--- config.mk ---
export PLATFORM = sky130hd
export DESIGN_NAME = mfp_uart_tx_fifo
export DESIGN_NICKNAME = d
export VERILOG_FILES = /design/src/rtl/mfp_uart_tx_fifo.sv
export SDC_FILE = /design/constraint.sdc
export NUM_CORES = 1
export LEC_CHECK = 0
export ABC_AREA = 1
export BUFFER_PORTS_ARGS = -buffer_cell sky130_fd_sc_hd__buf_2
export CAP_MARGIN = 40
export CORE_AREA = 2 2 136 138
export CTS_CLUSTER_DIAMETER = 60
export CTS_CLUSTER_SIZE = 16
export DETAILED_ROUTE_END_ITERATION = 6
export DIE_AREA = 0 0 138 140
export SLEW_MARGIN = 20
export SYNTH_ARGS = -nofsm -noshare
export SYNTH_HDL_FRONTEND = slang
export SYNTH_SLANG_ARGS = --single-unit
--- constraint.sdc ---
create_clock -name HCLK -period 2.7 [get_ports HCLK]
set_input_delay 0.405 -clock HCLK [delete_from_list [all_inputs] [get_ports HCLK]]
set_output_delay 0.405 -clock HCLK [all_outputs]
set_load 0.005 [all_outputs]
--- src/rtl/mfp_uart_tx_fifo.sv ---
// UART transmit path: byte FIFO feeding a 16x-oversampled serializer.
// Ports:
//   HCLK, HRESETn      system clock, asynchronous active-low reset
//   baud_en            one-cycle strobe at 16x the baud rate
//   wr_en, wr_data     push a byte into the FIFO
//   fifo_clr           flush FIFO pointers, count and overrun
//   lcr[5:0]           word length, extra stop, parity enable/even/stick
//   break_en           force the serial line low
//   stx                serial output
//   fifo_count         FIFO occupancy (0..FIFO_DEPTH)
//   fifo_empty         FIFO holds no bytes
//   tx_empty           FIFO empty and serializer idle
//   overrun            sticky: a write was dropped because the FIFO was full
module mfp_uart_tx_fifo #(
  parameter int unsigned FIFO_DEPTH = 16
) (
  input  logic                        HCLK,
  input  logic                        HRESETn,
  input  logic                        baud_en,
  input  logic                        wr_en,
  input  logic [7:0]                  wr_data,
  input  logic                        fifo_clr,
  input  logic [5:0]                  lcr,
  input  logic                        break_en,
  output logic                        stx,
  output logic [$clog2(FIFO_DEPTH):0] fifo_count,
  output logic                        fifo_empty,
  output logic                        tx_empty,
  output logic                        overrun
);

  localparam int unsigned AW = $clog2(FIFO_DEPTH);
  localparam int unsigned CW = AW + 1;

  typedef enum logic [2:0] {
    S_IDLE,
    S_START,
    S_DATA,
    S_PARITY,
    S_STOP
  } state_t;

  // Parity of the transmitted bits only; bits above the word length are ignored.
  function automatic logic calc_parity(input logic [7:0] data, input logic [5:0] mode);
    logic [7:0] mask;
    logic       x;
    case (mode[1:0])
      2'd0:    mask = 8'h1F;
      2'd1:    mask = 8'h3F;
      2'd2:    mask = 8'h7F;
      default: mask = 8'hFF;
    endcase
    x = ^(data & mask);
    if (mode[5])      return ~mode[4];
    else if (mode[4]) return x;
    else              return ~x;
  endfunction

  logic [7:0]    r_mem [FIFO_DEPTH];
  logic [AW-1:0] r_wr_ptr;
  logic [AW-1:0] r_rd_ptr;
  logic [CW-1:0] r_count;
  logic          r_overrun;

  state_t        r_state;
  logic [3:0]    r_tick;
  logic [2:0]    r_bit;
  logic          r_stop_ext;
  logic [7:0]    r_data;
  logic [3:0]    r_lcr;
  logic          r_par;
  logic          r_stx;

  logic          w_full;
  logic          w_empty;
  logic          w_bit_end;
  logic          w_stop_end;
  logic          w_pop;
  logic          w_push_req;
  logic          w_push;
  logic [2:0]    w_last_bit;
  logic [7:0]    w_head;

  assign w_full     = (r_count == CW'(FIFO_DEPTH));
  assign w_empty    = (r_count == '0);
  assign w_head     = r_mem[r_rd_ptr];
  assign w_bit_end  = baud_en && (r_tick == 4'd15);
  assign w_last_bit = 3'd4 + {1'b0, r_lcr[1:0]};

  // Stop length: 16 ticks, or 32 (24 for 5-bit words) with the extra stop bit.
  // r_stop_ext marks that the first 16 ticks of the stop period have elapsed.
  always_comb begin
    w_stop_end = 1'b0;
    if (baud_en) begin
      if (!r_lcr[2])                w_stop_end = !r_stop_ext && (r_tick == 4'd15);
      else if (r_lcr[1:0] == 2'd0)  w_stop_end = r_stop_ext && (r_tick == 4'd7);
      else                          w_stop_end = r_stop_ext && (r_tick == 4'd15);
    end
  end

  // Pop when idle on a baud tick, or back-to-back at the end of a stop period.
  assign w_pop = !w_empty && ((r_state == S_IDLE && baud_en) ||
                              (r_state == S_STOP && w_stop_end));

  // A push while full is accepted only if a pop frees a slot in the same cycle.
  assign w_push_req = wr_en && !fifo_clr;
  assign w_push     = w_push_req && (!w_full || w_pop);

  // FIFO storage (no reset needed; validity is tracked by the pointers).
  always_ff @(posedge HCLK) begin
    if (w_push) r_mem[r_wr_ptr] <= wr_data;
  end

  // FIFO pointers, occupancy and overrun flag.
  always_ff @(posedge HCLK or negedge HRESETn) begin
    if (!HRESETn) begin
      r_wr_ptr  <= '0;
      r_rd_ptr  <= '0;
      r_count   <= '0;
      r_overrun <= 1'b0;
    end else if (fifo_clr) begin
      r_wr_ptr  <= '0;
      r_rd_ptr  <= '0;
      r_count   <= '0;
      r_overrun <= 1'b0;
    end else begin
      if (w_push) r_wr_ptr <= r_wr_ptr + AW'(1);
      if (w_pop)  r_rd_ptr <= r_rd_ptr + AW'(1);
      case ({w_push, w_pop})
        2'b10:   r_count <= r_count + CW'(1);
        2'b01:   r_count <= r_count - CW'(1);
        default: r_count <= r_count;
      endcase
      if (w_push_req && w_full && !w_pop) r_overrun <= 1'b1;
    end
  end

  // Serializer FSM with registered line output.
  always_ff @(posedge HCLK or negedge HRESETn) begin
    if (!HRESETn) begin
      r_state    <= S_IDLE;
      r_tick     <= 4'd0;
      r_bit      <= 3'd0;
      r_stop_ext <= 1'b0;
      r_data     <= 8'd0;
      r_lcr      <= 4'd0;
      r_par      <= 1'b0;
      r_stx      <= 1'b1;
    end else begin
      if (baud_en && r_state != S_IDLE) r_tick <= r_tick + 4'd1;
      if (w_pop) begin
        // Load next byte and freeze the line settings for the whole frame.
        r_state <= S_START;
        r_tick  <= 4'd0;
        r_data  <= w_head;
        r_lcr   <= lcr[3:0];
        r_par   <= calc_parity(w_head, lcr);
        r_stx   <= 1'b0;
      end else begin
        case (r_state)
          S_IDLE: r_stx <= 1'b1;
          S_START: begin
            if (w_bit_end) begin
              r_state <= S_DATA;
              r_bit   <= 3'd0;
              r_stx   <= r_data[0];
            end
          end
          S_DATA: begin
            if (w_bit_end) begin
              if (r_bit == w_last_bit) begin
                if (r_lcr[3]) begin
                  r_state <= S_PARITY;
                  r_stx   <= r_par;
                end else begin
                  r_state    <= S_STOP;
                  r_stop_ext <= 1'b0;
                  r_stx      <= 1'b1;
                end
              end else begin
                r_bit <= r_bit + 3'd1;
                r_stx <= r_data[r_bit + 3'd1];
              end
            end
          end
          S_PARITY: begin
            if (w_bit_end) begin
              r_state    <= S_STOP;
              r_stop_ext <= 1'b0;
              r_stx      <= 1'b1;
            end
          end
          S_STOP: begin
            if (w_bit_end) r_stop_ext <= 1'b1;
            if (w_stop_end) begin
              r_state <= S_IDLE;
              r_tick  <= 4'd0;
              r_stx   <= 1'b1;
            end
          end
          default: r_state <= S_IDLE;
        endcase
      end
    end
  end

  // Break overrides the registered line without stalling the serializer.
  assign stx        = r_stx & ~break_en;
  assign fifo_count = r_count;
  assign fifo_empty = w_empty;
  assign tx_empty   = w_empty && (r_state == S_IDLE);
  assign overrun    = r_overrun;

endmodule

After elaboration in Yosys (flattened, before gate mapping)
Memory sizes are Yosys's and may differ from the RTL's.
Cells that the tools add are included.
{"block": "totals", "reg_bits": 39, "ramBits": 128, "inputBits": 20, "out_inout_bits": 9, "word_cells": 137, "n_memories": 1}
{"name": "r_mem", "words": 16, "width": 8, "read_ports": 1, "rd_clocked_by_memory_dff": 0, "wr": 1, "line_no": "59", "text": "logic [7:0] r_mem [FIFO_DEPTH];"}
{"block": "classes", "n_addsub": 7, "magnitude_cmp": 1, "n_eq_ne": 25, "mux": 48, "n_bitwise": 6, "reduce_logical": 37}
{"op": "4-bit two-way mux", "count": 8}
{"op": "3-bit two-way mux", "count": 10}
{"op": "8-bit one-hot mux with 3 select lines", "count": 1}
{"op": "1-bit two-way mux", "count": 21}
{"op": "2-bit != test, second input constant", "count": 8}
{"op": "3-bit != test, second input constant", "count": 5}
{"op": "3-bit one-hot mux with 5 select lines", "count": 1}
{"op": "1-bit logical AND", "count": 13}
{"op": "4-bit by 1-bit adder with 4-bit output, second input constant", "count": 3}
{"op": "5-bit one-hot mux with 2 select lines", "count": 1}
{"op": "5-bit AND reduction", "count": 2}
{"op": "3-bit nonzero test", "count": 3}
{"op": "8-bit AND", "count": 1}
{"op": "8-bit two-way mux", "count": 1}
{"op": "2-bit nonzero test", "count": 4}
{"op": "8-bit parity", "count": 1}
{"op": "7-bit AND reduction", "count": 1}
{"op": "3-bit by 2-bit == test with 1-bit output, second input constant", "count": 2}
{"op": "3-bit one-hot mux with 2 select lines", "count": 1}
{"op": "6-bit AND reduction", "count": 1}
{"op": "6-bit nonzero test", "count": 1}
{"op": "5-bit by 1-bit adder with 5-bit output, second input constant", "count": 1}
{"op": "5-bit == test, second input constant", "count": 1}
{"op": "1-bit zero test", "count": 5}
{"op": "other kinds (21)", "count": 28}

Depth between registers and ports, before layout
Gate-level depths: netlist of the first run.
{"block": "logic_depth", "ltp_word": 14, "depth_mapped": 21, "depth_no_buf": 21}

Worst setup path after synthesis of the first run
Ideal clock, no wire load.
{"block": "synth_timing", "path_kind": "register to register", "startpoint": "reg r_tick[0]", "endpoint": "mem r_mem[3][0], enable pin", "setup_ps": 370, "t_arrival_ps": 1907, "t_required_ps": 2330, "slack_ps": 423, "stages_incl_launch_ff": 14, "n_path_buf": 0, "synth_period_minus_slack_ps": 2277, "cell_sequence": "dfrtp_1 ha_1 nand3_2 nor2_4 nand3_2 nand2_1 nand2_1 o21ai_2 nand2_4 nand2_2 nand2_2 inv_4 nand2_1 nor2_1"}
{"block": "synth_via", "elab_chain_cells": 12, "elab_cells_between_ends": 15, "classes_between": "2 x eq/ne; 5 x mux; 8 x reduce/logical"}
{"item": "from (decl)", "line_no": "66", "text": "logic [3:0] r_tick;"}
{"item": "from (signal assigned)", "line_no": "150", "text": "if (baud_en && r_state != S_IDLE) r_tick <= r_tick + 4'd1;"}
{"item": "4-bit == test or 4-bit by 3-bit == test with 1-bit output (tied branches)", "line_no": "95, 97, 96"}
{"item": "1-bit logical AND (on tied branches)", "line_no": "97, 96"}
{"item": "1-bit two-way mux", "line_no": "96", "text": "else if (r_lcr[1:0] == 2'd0) w_stop_end = r_stop_ext && (r_tick == 4'd7);"}
{"item": "1-bit two-way mux *", "line_no": "95", "text": "if (!r_lcr[2]) w_stop_end = !r_stop_ext && (r_tick == 4'd15);"}
{"item": "1-bit two-way mux *", "line_no": "94", "text": "if (baud_en) begin"}
{"item": "1-bit logical AND *", "line_no": "103", "text": "(r_state == S_STOP && w_stop_end));"}
{"item": "1-bit logical OR *", "line_no": "102", "text": "assign w_pop = !w_empty && ((r_state == S_IDLE && baud_en) ||"}
{"item": "1-bit logical AND *", "line_no": "102"}
{"item": "1-bit logical OR *", "line_no": "107", "text": "assign w_push = w_push_req && (!w_full || w_pop);"}
{"item": "1-bit logical AND *", "line_no": "107"}
{"item": "1-bit two-way mux *", "line_no": "111", "text": "if (w_push) r_mem[r_wr_ptr] <= wr_data;"}
{"item": "1-bit two-way mux (not written as such) *", "line_no": "111"}
{"item": "to (decl)", "line_no": "59"}
Every way passes the cells marked *; elsewhere a longest branch is shown, timed or not.

Worst setup path in the final report of the first run
{"block": "layout_timing", "startpoint": "reg r_tick[0]", "endpoint": "mem r_mem[13][7], enable pin"}
Same word-level chain as after synthesis.

==> Flow_metrics.wiki, run 1 <==
{| class="wikitable"
! Metric !! Value
|-
| RSZ-0062 raised after global routing || false
|-
| Final setup violation count || 0
|-
| Number of global-route vias before repair || 5344
|-
| Post-layout power || 7.34 mW
|-
| Worst hold path class || input pin to flop
|-
| Average footprint of a synthesized cell || 9.38 um2
|-
| Number of primary I/O pins || 29
|-
| Maxcap violations || 0
|-
| Top fanout value on the critical path || 8
|-
| Clk Tree Root Cell || sky130_fd_sc_hd__clkbuf_16
|-
| Drc violations || 0
|-
| Worst-case setup margin in the final layout || 0.237 ns
|-
| Fraction of final layout cells with drive strength greater than 1 || 12.4%
|-
| DRT antenna net count || 0
|-
| Lkg Pwr || 4.00 nW
|-
| H-tree lvl count || 4
|-
| Cell total after placement || 1096
|-
| Setup TNS Final || 0 ns
|-
| Data required time of the worst path || 2.84 ns
|-
| Sequential element share of the synthesized area || 61.2%
|-
| Number of instances on the worst hold path || 2
|-
| Synth Warn # || 0
|-
| Worst supply voltage drop on vdd || 0.604 mV
|-
| Power density cells || 815 mW/mm2
|-
| Clock tree from TritonCTS || yes
|-
| Area added between synthesis and finish || 14.2%
|-
| Clock Sinks || 167
|-
| Number of buffers created by CTS || 17
|-
| Global routing usage summed across all routing layers || 18.8%
|-
| Number of fill cells in the layout || 1656
|-
| DR WL/cell || 15.6 um
|-
| Crit path launch type || flop
|-
| Total iterations of the first detailed-routing run || 4
|-
| Critical path arrival || 2.60 ns
|-
| Number of rows in the core area || 49
|-
| Total detailed-routing wirelength || 17600 um
|-
| Worst relative slew slack || 68.6%
|-
| Number of antenna violations at the first check in global routing || 0
|-
| Total gr overflow || 0
|-
| Count of nets after finishing || 916
|-
| Footprint of the multi-input gates || 0.00243 mm2
|-
| Buffer levels on the longest clock path || 2
|-
| Final HPWL from detailed placement || 11700 um
|-
| Worst-skew pair later-pin latency || 0.43 ns
|-
| Die outline area || 0.0193 mm2
|-
| Number of synthesized flops with an enable pin || 128
|-
| Most common cell after layout, fill and taps aside || sky130_fd_sc_hd__nand2_1
|-
| Synth Instances || 840
|-
| Most used cells in the layout excluding fill and tap cells || 268 x sky130_fd_sc_hd__nand2_1, 128 x sky130_fd_sc_hd__edfxtp_1, 115 x sky130_fd_sc_hd__inv_1, 108 x sky130_fd_sc_hd__nand3_1, 46 x sky130_fd_sc_hd__nor2_1
|-
| Post-detailed-route via-to-cell ratio || 4.95
|-
| Start-to-end type of the worst setup path || flop to flop
|-
| First-pass GRT wire length || 28000 um
|-
| Weighted congestion at the end of routability-driven global placement || 0.819
|-
| Number of different library cells in the post-synthesis netlist || 43
|-
| Fin Clk Skew || 0.0105 ns
|-
| Clock slew seen by the registers of the worst setup and hold paths || 0.07 ns
|-
| Leading register cell type out of synthesis || sky130_fd_sc_hd__edfxtp_1
|-
| Run status || finished, final reports clean
|-
| Nets in the synthesized netlist || 869
|-
| Placement Setup Slack || 0.252 ns
|-
| Mapped Area || 0.00788 mm2
|-
| Number of input and output port buffers inserted || 28
|-
| Final antenna diode count || 0
|-
| Core footprint || 0.0178 mm2
|-
| Starting DRT DRC Count || 418
|-
| Routed vias || 5575
|-
| Actual transition at the worst max-transition pin || 0.465 ns
|-
| Die height || 140 um
|-
| X dimension of the die || 138 um
|-
| Register bit total from synthesis || 167
|-
| Post-CTS sizing || 0
|-
| Share of the cycle needed by the critical path after routing || 91.2%
|-
| Shortest period the worst path allows || 2.46 ns
|-
| Async SR Flop Fraction || 23.4%
|-
| Max Clk Rate || 406 MHz
|-
| Endpoint type of the worst setup path || flop
|-
| Largest net degree at the start of global routing || 70
|-
| Endpoints failing hold || 0
|-
| Register area || 0.00482 mm2
|-
| Number of pins with negative max-slew slack in the final report || 0
|-
| Worst reg2reg path depth || 14
|-
| Initial standard-cell utilization of the core || 44.3%
|-
| Count of non-filler cells in the finished layout || 1127
|}
sequential cells by signal, summed over array words and instances, names as in the netlist:
name / count
r_tick: 4
r_data: 8
r_rd_ptr: 4
r_wr_ptr: 4
r_lcr: 4
r_mem: 128
r_stx: 1
overrun: 1
r_par: 1
r_state: 3
fifo_count: 5
r_stop_ext: 1
r_bit: 3
cell usage after synthesis (2+ instances only):
library cell	n	area, um2
sky130_fd_sc_hd__inv_2	5	18.8
sky130_fd_sc_hd__nand3_1	108	541
sky130_fd_sc_hd__clkbuf_1	3	11.3
sky130_fd_sc_hd__o22ai_1	2	12.5
sky130_fd_sc_hd__or2_1	2	12.5
sky130_fd_sc_hd__o21ai_0	34	170
sky130_fd_sc_hd__or2_0	2	12.5
sky130_fd_sc_hd__nand2_1	268	1010
sky130_fd_sc_hd__edfxtp_1	128	3840
sky130_fd_sc_hd__xor2_1	5	43.8
sky130_fd_sc_hd__inv_4	2	12.5
sky130_fd_sc_hd__a211oi_1	2	15.0
sky130_fd_sc_hd__a31oi_1	3	18.8
sky130_fd_sc_hd__nand3_2	3	30.0
sky130_fd_sc_hd__dfrtp_1	38	951
sky130_fd_sc_hd__nor2_1	46	173
sky130_fd_sc_hd__nand2_2	7	43.8
sky130_fd_sc_hd__ha_1	9	113
sky130_fd_sc_hd__a21oi_1	7	35.0
sky130_fd_sc_hd__buf_4	5	37.5
sky130_fd_sc_hd__nor3_1	3	15.0
sky130_fd_sc_hd__inv_1	115	432
sky130_fd_sc_hd__buf_2	14	70.1
sky130_fd_sc_hd__nand4_1	2	12.5
sky130_fd_sc_hd__buf_1	3	11.3
sky130_fd_sc_hd__buf_6	3	33.8
sky130_fd_sc_hd__xnor2_1	5	43.8
cell families after synthesis:
family	after synthesis	synth area share [%]
adders and majority gates	9	1.43
xor gates and xnor gates	10	1.11
buffers and inverters	151	8.02
and+or+nand+nor	448	24.4
AOI/OAI and AO/OA	55	3.92
DFF	167	61.2
final cells by class:
type / count / area share [%]
flip-flops and latches: 167 / 53.6
multi-input cells: 522 / 27.0
inverters: 123 / 5.20
clock buffers: 17 / 4.72
repair buffers: 56 / 4.34
well taps: 229 / 3.18
clock inverters: 13 / 2.03
routing by layer:
| layer | global-route usage [%] | part of all wire [%] |
|---|---|---|
| met1 | 25.0 | 45 |
| met2 | 31.0 | 49 |
| met3 | 4.00 | 4.5 |
| met4 | 6.02 | 1.9 |
| met5 | 0 | 0 |
worst max-delay path, stage by stage, from the launching register on:
cell and delay (ns):
sky130_fd_sc_hd__dfrtp_1 0.38, sky130_fd_sc_hd__ha_1 0.19, sky130_fd_sc_hd__nand3_2 0.11, sky130_fd_sc_hd__nor2_4 0.16, sky130_fd_sc_hd__nand3_2 0.09, sky130_fd_sc_hd__nand2_1 0.07
sky130_fd_sc_hd__nand2_1 0.08, sky130_fd_sc_hd__o21ai_2 0.09, sky130_fd_sc_hd__nand2_4 0.13, sky130_fd_sc_hd__nand2_2 0.09, sky130_fd_sc_hd__nand2_2 0.07, sky130_fd_sc_hd__inv_4 0.10
sky130_fd_sc_hd__nand2_1 0.18, sky130_fd_sc_hd__nor2_1 0.25, sky130_fd_sc_hd__buf_4 0.20
worst paths after layout:
path | start | end | slack, ns
min reg2reg | r_par | r_par | 0.48
max in group asynchronous | HRESETn | r_rd_ptr[0] | 1.86
min in group asynchronous | HRESETn | r_lcr[0] | 0.38
max | r_tick[0] | r_mem[13][7] | 0.24
min | fifo_clr | r_rd_ptr[0] | 0.17
max reg2reg | r_tick[0] | r_mem[13][7] | 0.24
metrics by stage:
| stage | utilization (%) | area (um2) | hold slack [ns] |
|---|---|---|---|
| CTS | 50.6 | 9000 | 0.163 |
| finish | 50.6 | 9000 | 0.173 |
| detailed placement | 47.2 | 8390 | 0.303 |
| global route | 50.6 | 9000 | 0.183 |
| global placement | 47.1 | 8370 | 0.466 |
| floorplan | - | 7880 | 0.109 |
where the power goes:
part / leakage, nW / total (mW) / internal, mW / switching [mW]
registers: 1.65 / 3.15 / 2.98 / 0.162
logic: 2.05 / 1.67 / 0.576 / 1.09
clock network: 0.299 / 2.53 / 1.48 / 1.05
total: 4.00 / 7.34 / 5.04 / 2.31
timing repair:
item / in CTS / in global routing
setup buffers: 0 / 0
hold buffers: 1 / 0
hold endpoints to repair: 9 / 0
Power figures use the tool's default switching activity.
==> inputs of run 2 (changes only) <==
- ABC_AREA: 1 -> unset
- CAP_MARGIN: 40 -> 10
- CORE_AREA: 2 2 136 138 -> 2 2 131 133
- DIE_AREA: 0 0 138 140 -> 0 0 133 135
- GPL_TIMING_DRIVEN: unset -> 0
==> run 2 against run 1 <==
Combinational power fell by 32%. Largest cell class unchanged. First-iteration DRC count fell by 17%. Power fell by 9.8%. Routed wire length fell by 8.8%. Cell area fell by 1.8%. Cell count fell by 31%. Worst setup slack got worse by 0.54 ns. The run now ends with negative setup slack left. Clock power fell by 4%. Via count fell by 23%. Register-to-register slack got worse by 0.54 ns. Largest power group unchanged. Clock skew barely moved. Highest routed layer unchanged.
==> Flow_metrics.wiki, run 2 <==
{| class="wikitable"
! Metric !! Value
|-
| Run status || complete, but fails checks
|-
| Violated checks || negative setup slack
|-
| Drc violations || 0 (unchanged)
|-
| Total detailed-routing wirelength || 16000 um (-8.8%)
|-
| Starting DRT DRC Count || 347 (-17%)
|-
| Data required time of the worst path || 3.08 ns (+0.24 ns)
|-
| Shortest period the worst path allows || 3.00 ns (+0.539 ns)
|-
| Design Area, Final || 0.00884 mm2 (-1.8%)
|-
| Average footprint of a synthesized cell || 15.5 um2 (+65%)
|-
| Final HPWL from detailed placement || 10000 um (-15%)
|-
| Clock Sinks || 167 (unchanged)
|-
| Maxcap violations || 0 (unchanged)
|-
| First-pass GRT wire length || 24200 um (-14%)
|-
| Endpoints failing hold || 0 (unchanged)
|-
| Critical path arrival || 3.38 ns (+0.78 ns)
|-
| Number of primary I/O pins || 29 (unchanged)
|-
| Final core utilization || 53.9% (+3.2 points)
|-
| Number of fill cells in the layout || 1378 (-17%)
|-
| Standard cell area after detailed placement || 0.00772 mm2 (-7.9%)
|-
| Share of the cycle needed by the critical path after routing || 111% (+20 points)
|-
| Power density cells || 749 mW/mm2 (-8.1%)
|-
| Routed vias || 4284 (-23%)
|-
| DRT antenna net count || 0 (unchanged)
|-
| Top post-synthesis cells by area || sky130_fd_sc_hd__edfxtp_1 53%, sky130_fd_sc_hd__dfrtp_1 13%, sky130_fd_sc_hd__mux4_2 11%, sky130_fd_sc_hd__nand2_1 2.7%, sky130_fd_sc_hd__ha_1 1.5%
|-
| Most common cell after layout, fill and taps aside || sky130_fd_sc_hd__edfxtp_1
|-
| Clock tree from TritonCTS || yes
|-
| X dimension of the die || 133 um (-3.6%)
|-
| Lkg Pwr || 3.20 nW (-20%)
|-
| Dominant cell type by count on the critical path || sky130_fd_sc_hd__mux4_2
|-
| Post-detailed-route via-to-cell ratio || 5.48 (+11%)
|-
| Synth Instances || 470 (-44%)
|-
| Core footprint || 0.0164 mm2 (-7.7%)
|-
| Register area || 0.00482 mm2 (unchanged)
|-
| Number of synthesized flops with an enable pin || 128 (unchanged)
|-
| Mapped Area || 0.00729 mm2 (-7.6%)
|-
| Worst hold path class || input pin to async pin
|-
| DR WL/cell || 20.5 um (+31%)
|-
| Endpoint type of the worst setup path || flop
|-
| Flip-flop count of the largest register after layout || 128 (unchanged)
|-
| Top fanout value on the critical path || 6 (-2)
|-
| Yosys top cell area share || 52.8% (+4.0 points)
|-
| Number of input and output port buffers inserted || 26 (-7.1%)
|-
| H-tree lvl count || 4 (unchanged)
|-
| Total iterations of the first detailed-routing run || 4 (unchanged)
|-
| Number of pins with negative max-slew slack in the final report || 0 (unchanged)
|-
| Worst-path cell chain || buf_6, buf_12, mux4_2, mux4_2, inv_2, xnor3_1, xnor2_2, a2111o_1, o41a_2, nand3_2
|-
| Final antenna diode count || 0 (unchanged)
|-
| Async SR Flop Fraction || 23.4% (unchanged)
|-
| Synth Warn # || 0 (unchanged)
|-
| Most used cells in the layout excluding fill and tap cells || 128 x sky130_fd_sc_hd__edfxtp_1, 49 x sky130_fd_sc_hd__nand2_1, 37 x sky130_fd_sc_hd__mux4_2, 37 x sky130_fd_sc_hd__dfrtp_1, 34 x sky130_fd_sc_hd__buf_4
|-
| Reg with most FFs || r_mem
|-
| Area added between synthesis and finish || 21.3%
|-
| Family with the most delay on the worst path || multiplexers
|-
| Register bit total from synthesis || 167 (unchanged)
|-
| Largest net degree at the start of global routing || 40 (-43%)
|-
| Clock slew seen by the registers of the worst setup and hold paths || 0.07 ns (about the same)
|-
| Die outline area || 0.0180 mm2 (-7.1%)
|-
| Worst relative slew slack || 40.9% (-28 points)
|-
| Buffer levels on the longest clock path || 2 (unchanged)
|-
| Total gr overflow || 0 (unchanged)
|-
| Fraction of final layout cells with drive strength greater than 1 || 34.9% (+23 points)
|-
| Actual transition at the worst max-transition pin || 0.887 ns (+0.422 ns)
|-
| Worst-case setup margin in the final layout || -0.302 ns (-0.539 ns)
|-
| Number of antenna violations at the first check in global routing || 0 (unchanged)
|-
| Critical path's slowest cell || sky130_fd_sc_hd__mux4_2
|-
| Global routing usage summed across all routing layers || 18.6% (-0.22 points)
|-
| Footprint of the multi-input gates || 0.00254 mm2 (+4.6%)
|-
| Sequential element share of the synthesized area || 66.2% (+5.0 points)
|-
| Weighted congestion at the end of routability-driven global placement || 0.771 (-5.8%)
|-
| Cell accounting for the most synthesized area || sky130_fd_sc_hd__edfxtp_1
|-
| Max Clk Rate || 333 MHz (-18%)
|-
| Number of different library cells in the post-synthesis netlist || 61 (+42%)
|-
| Worst supply voltage drop on vdd || 0.556 mV (-8.0%)
|-
| Initial standard-cell utilization of the core || 44.4% (+0.071 points)
|-
| Start-to-end type of the worst setup path || flop to flop
|-
| Top cells by count, synth || 128 x sky130_fd_sc_hd__edfxtp_1, 52 x sky130_fd_sc_hd__nand2_1, 38 x sky130_fd_sc_hd__dfrtp_1
|-
| Fin Clk Skew || 0.0100 ns (-0.000492 ns)
|-
| Final setup violation count || 2 (+2)
|-
| Nets in the synthesized netlist || 499 (-43%)
|-
| Number of rows in the core area || 47 (-4.1%)
|-
| Most used standard cell by instance count after synthesis || sky130_fd_sc_hd__edfxtp_1
|-
| Biggest cell delay along the critical path || 0.52 ns (+0.14 ns)
|-
| Clk Tree Root Cell || sky130_fd_sc_hd__clkbuf_16
|-
| Die height || 135 um (-3.6%)
|-
| RSZ-0062 raised after global routing || true
|-
| Number of buffers created by CTS || 17 (unchanged)
|-
| Buffering stage count on the worst path with inverters included || 3 (+1)
|-
| Worst-skew pair later-pin latency || 0.44 ns (about the same)
|-
| Crit path launch type || flop
|-
| Number of global-route vias before repair || 4121 (-23%)
|-
| Leading register cell type out of synthesis || sky130_fd_sc_hd__edfxtp_1
|-
| Count of nets after finishing || 578 (-37%)
|}
## run 2: cell count changes in the layout (fill, tap and decap cells not counted), sizes merged, moves of 7 or more
cell	previous run	this run
a22oi	0	7
nand3	111	9
buf	55	71
mux4	0	37
a21oi	7	15
clkbuf	17	30
nand2	276	52
and2	0	17
o21ai	36	16
inv	130	12
nor2	48	27
## run 2: kinds of logic (layout without fill, tap and decap cells)
group | after synthesis | in the layout | share of synthesized area, %
flip-flops | 167 | 167 | 66.2
AND/OR/NAND/NOR | 136 | 136 | 8.95
AO/OA/AOI/OAI | 63 | 63 | 5.86
multiplexers | 45 | 45 | 12.7
buffers and inverters | 30 | 122 | 2.11
XOR/XNOR | 20 | 20 | 2.70
adder cells (fa/ha/maj) | 9 | 9 | 1.55
## run 2: worst paths after layout
path	from	endpoint	slack, ns	cells after the start
worst max-delay path	r_rd_ptr[0]	r_par	-0.30	10
worst min-delay path	HRESETn	r_rd_ptr[2]	0.1	1
worst max register to register	r_rd_ptr[0]	r_par	-0.30	10
worst min register to register	r_data[3]	r_data[3]	0.47	2
max in group asynchronous	HRESETn	r_tick[3]	2.01	1
min in group HCLK	lcr[2]	r_lcr[2]	0.18	3
## run 2: repair_timing
item                       in CTS  in global routing
setup endpoints to repair     156                142
setup buffers                  19                 17
resized for setup              50                 35
pin swaps                      10                 13
hold buffers                    0                  0
## run 2: routing by layer
layer  track usage, %  wire length (um)
met1             23.3              6680
met2             32.3              8430
met3             3.45               668
met4             6.87               241
met5                0                 0
## run 2: per-stage QoR
stage / cells / setup TNS, ns / power [mW] / setup WS [ns] / hold slack, ns
floorplan: 470 / -0.0453 / 3.77 / -0.0291 / 0.109
finish: 782 / -0.384 / 6.62 / -0.302 / 0.0956
global placement: 716 / -43.90 / 4.01 / -0.511 / 0.458
CTS: 767 / -0.503 / 6.58 / -0.306 / 0.113
global route: 782 / -0.734 / 6.89 / -0.411 / 0.169
detailed placement: 716 / -55.40 / 4.05 / -0.559 / 0.462
## run 2: cell type report
type                            instances  share of cell area (%)
Clock buffer                           18                    4.86
Sequential cell                       167                    54.6
Tap cell                              220                    3.11
Clock inverter                         14                    1.84
Inverter                                7                   0.297
Multi-Input combinational cell        273                    28.8
Buffer                                 22                    1.73
Timing Repair Buffer                   61                    4.84
## run 2: power by group
part | total [mW] | leakage [nW] | switching, mW | internal (mW)
combinational | 1.13 | 1.26 | 0.576 | 0.559
sequential | 3.07 | 1.66 | 0.127 | 2.95
clock | 2.42 | 0.284 | 1.10 | 1.31
total | 6.62 | 3.20 | 1.81 | 4.82
==> inputs of run 3 (changes only) <==
- CORE_AREA: 2 2 131 133 -> 2 2 138 140
- DIE_AREA: 0 0 133 135 -> 0 0 140 142
- HOLD_SLACK_MARGIN: unset -> 0.1
==> run 3 against run 2 <==
The run still ends with negative setup slack left. Via count fell by 2.0%. Non-clock buffer count fell by 10. Sequential power barely moved. Largest cell class unchanged.
==> Flow_metrics.wiki, run 3 (synthesized netlist as in run 2, its figures left out) <==
{| class="wikitable"
! Metric !! Value
|-
| Total iterations of the first detailed-routing run || 6 (+2)
|-
| Power density cells || 751 mW/mm2 (+0.20%)
|-
| Total gr overflow || 0 (unchanged)
|-
| Number of buffers created by CTS || 17 (unchanged)
|-
| Reg with most FFs || r_mem
|-
| Run status || complete, but fails checks
|-
| Global routing usage summed across all routing layers || 16.5% (-2.1 points)
|-
| Actual transition at the worst max-transition pin || 0.884 ns (-0.00337 ns)
|-
| Endpoint type of the worst setup path || flop
|-
| Routed vias || 4200 (-2.0%)
|-
| Initial standard-cell utilization of the core || 39.5% (-4.9 points)
|-
| Start-to-end type of the worst setup path || flop to flop
|-
| Worst relative slew slack || 41.1% (+0.22 points)
|-
| Die height || 142 um (+5.2%)
|-
| Fraction of final layout cells with drive strength greater than 1 || 32.1% (-2.8 points)
|-
| X dimension of the die || 140 um (+5.3%)
|-
| First-pass GRT wire length || 24300 um (+0.40%)
|-
| Share of the cycle needed by the critical path after routing || 107% (-4.3 points)
|-
| Number of primary I/O pins || 29 (unchanged)
|-
| Post-layout power || 6.58 mW (-0.60%)
|-
| Most common cell after layout, fill and taps aside || sky130_fd_sc_hd__edfxtp_1
|-
| Max Clk Rate || 346 MHz (+4.0%)
|-
| Endpoints failing hold || 0 (unchanged)
|-
| Number of rows in the core area || 50 (+6.4%)
|-
| Max layer used || met4
|-
| Final HPWL from detailed placement || 10100 um (+0.60%)
|-
| Final antenna diode count || 0 (unchanged)
|-
| Clock Sinks || 167 (unchanged)
|-
| Buffer levels on the longest clock path || 2 (unchanged)
|-
| Metal-1 WL || 6360 um (-4.8%)
|-
| Total length of routed met3 wires || 852 um (+28%)
|-
| Number of pins with negative max-slew slack in the final report || 0 (unchanged)
|-
| Area added between synthesis and finish || 20.4%
|-
| Largest net degree at the start of global routing || 40 (unchanged)
|-
| Number of fill cells in the layout || 1546 (+12%)
|-
| Weighted congestion at the end of routability-driven global placement || 0.806 (+4.5%)
|-
| Count of nets after finishing || 568 (-1.7%)
|-
| Critical path arrival || 3.25 ns (-0.13 ns)
|-
| Core footprint || 0.0185 mm2 (+12%)
|-
| Drc violations || 0 (unchanged)
|-
| Starting DRT DRC Count || 283 (-18%)
|-
| Clock slew seen by the registers of the worst setup and hold paths || 0.06 ns (about the same)
|-
| Flip-flop count of the largest register after layout || 128 (unchanged)
|-
| Number of antenna violations at the first check in global routing || 0 (unchanged)
|-
| Number of global-route vias before repair || 4383 (+6.4%)
|-
| DRT antenna net count || 0 (unchanged)
|-
| Crit path launch type || flop
|-
| Clk Tree Root Cell || sky130_fd_sc_hd__clkbuf_16
|-
| Lkg Pwr || 3.16 nW (-1.4%)
|-
| Worst supply voltage drop on vdd || 0.413 mV (-26%)
|-
| Worst hold path class || input pin to async pin
|-
| Clock tree from TritonCTS || yes
|-
| Shortest period the worst path allows || 2.89 ns (-0.115 ns)
|-
| Top fanout value on the critical path || 5 (-1)
|-
| Number of input and output port buffers inserted || 26 (unchanged)
|-
| Fin Clk Skew || 0.0111 ns (+0.00110 ns)
|-
| Cts-stage hold buffer count || 0 (unchanged)
|-
| DR WL/cell || 19.8 um (-3.2%)
|-
| Final setup violation count || 3 (+1)
|-
| Met2 Routed Length || 8160 um (-3.2%)
|-
| Worst-skew pair later-pin latency || 0.43 ns (about the same)
|-
| H-tree lvl count || 4 (unchanged)
|-
| Maxcap violations || 0 (unchanged)
|-
| Post-detailed-route via-to-cell ratio || 5.34 (-2.5%)
|-
| RSZ-0062 raised after global routing || true
|-
| Setup TNS Final || -0.323 ns (+0.0612 ns)
|-
| Total detailed-routing wirelength || 15600 um (-2.7%)
|-
| Die outline area || 0.0199 mm2 (+11%)
|-
| Most used cells in the layout excluding fill and tap cells || 128 x sky130_fd_sc_hd__edfxtp_1, 50 x sky130_fd_sc_hd__nand2_1, 38 x sky130_fd_sc_hd__dfrtp_1, 37 x sky130_fd_sc_hd__mux4_2, 28 x sky130_fd_sc_hd__buf_2
|-
| Worst-case setup margin in the final layout || -0.187 ns (+0.115 ns)
|-
| Violated checks || negative setup slack
|-
| Data required time of the worst path || 3.06 ns (-0.02 ns)
|}
==> run 3: metal layers <==
layer	up-vias	track usage (%)
met5	-	0
li1	1938	-
met3	15	4.27
met4	0	5.37
met1	2149	20.3
met2	98	28.7
==> run 3: worst paths after layout <==
check	to	cells past startpoint	startpoint	slack, ns
max	r_par	10	r_rd_ptr[0]	-0.19
min	r_tick[1]	1	HRESETn	0.1
max reg2reg	r_par	10	r_rd_ptr[0]	-0.19
min reg2reg	r_data[3]	2	r_data[3]	0.48
max in group asynchronous	r_bit[0]	1	HRESETn	2.04
min in group HCLK	r_lcr[3]	3	lcr[3]	0.19
==> run 3: worst max-delay path, stage by stage, from the launching register on <==
cell and delay, ns:
sky130_fd_sc_hd__dfrtp_1 0.37, sky130_fd_sc_hd__buf_6 0.14, sky130_fd_sc_hd__buf_12 0.13, sky130_fd_sc_hd__mux4_2 0.51, sky130_fd_sc_hd__mux4_2 0.53, sky130_fd_sc_hd__clkinv_4 0.08, sky130_fd_sc_hd__xnor3_1 0.33, sky130_fd_sc_hd__xnor2_2 0.17
sky130_fd_sc_hd__a2111o_1 0.36, sky130_fd_sc_hd__o41a_2 0.13, sky130_fd_sc_hd__nand3_2 0.07
==> run 3: layout make-up <==
class / count / area [um2] / area share, %
clock inverters: 14 / 160 / 1.83
flip-flops and latches: 167 / 4820 / 55.0
well taps: 234 / 293 / 3.34
multi-input cells: 273 / 2490 / 28.4
clock buffers: 18 / 429 / 4.89
inverters: 7 / 31.3 / 0.357
repair buffers: 52 / 383 / 4.37
plain buffers: 21 / 158 / 1.80
==> run 3: per-stage QoR <==
step / setup slack, ns / hold slack [ns] / cell area [um2] / std cells / util [%]
3_3_place_gp: -0.419 / 0.461 / 7740 / 730 / 41.9
4_1_cts: -0.189 / 0.116 / 8650 / 782 / 46.9
2_1_floorplan: -0.0291 / 0.109 / 7320 / 470 / -
6_report: -0.187 / 0.0986 / 8770 / 786 / 47.5
3_5_place_dp: -0.430 / 0.471 / 7740 / 730 / 41.9
5_1_grt: -0.313 / 0.157 / 8770 / 786 / 47.5
==> run 3: power by group <==
part | leakage, nW | internal [mW] | switching [mW] | total (mW)
Sequential | 1.66 | 2.95 | 0.124 | 3.07
Clock | 0.288 | 1.39 | 1.02 | 2.41
Combinational | 1.21 | 0.544 | 0.559 | 1.10
==> run 3: repair_timing <==
action	CTS	global route
gates resized for setup	49	16
setup endpoints to repair	152	144
gates cloned	1	0
buffers inserted	19	6
pin swaps	10	6
hold endpoints to repair	0	0
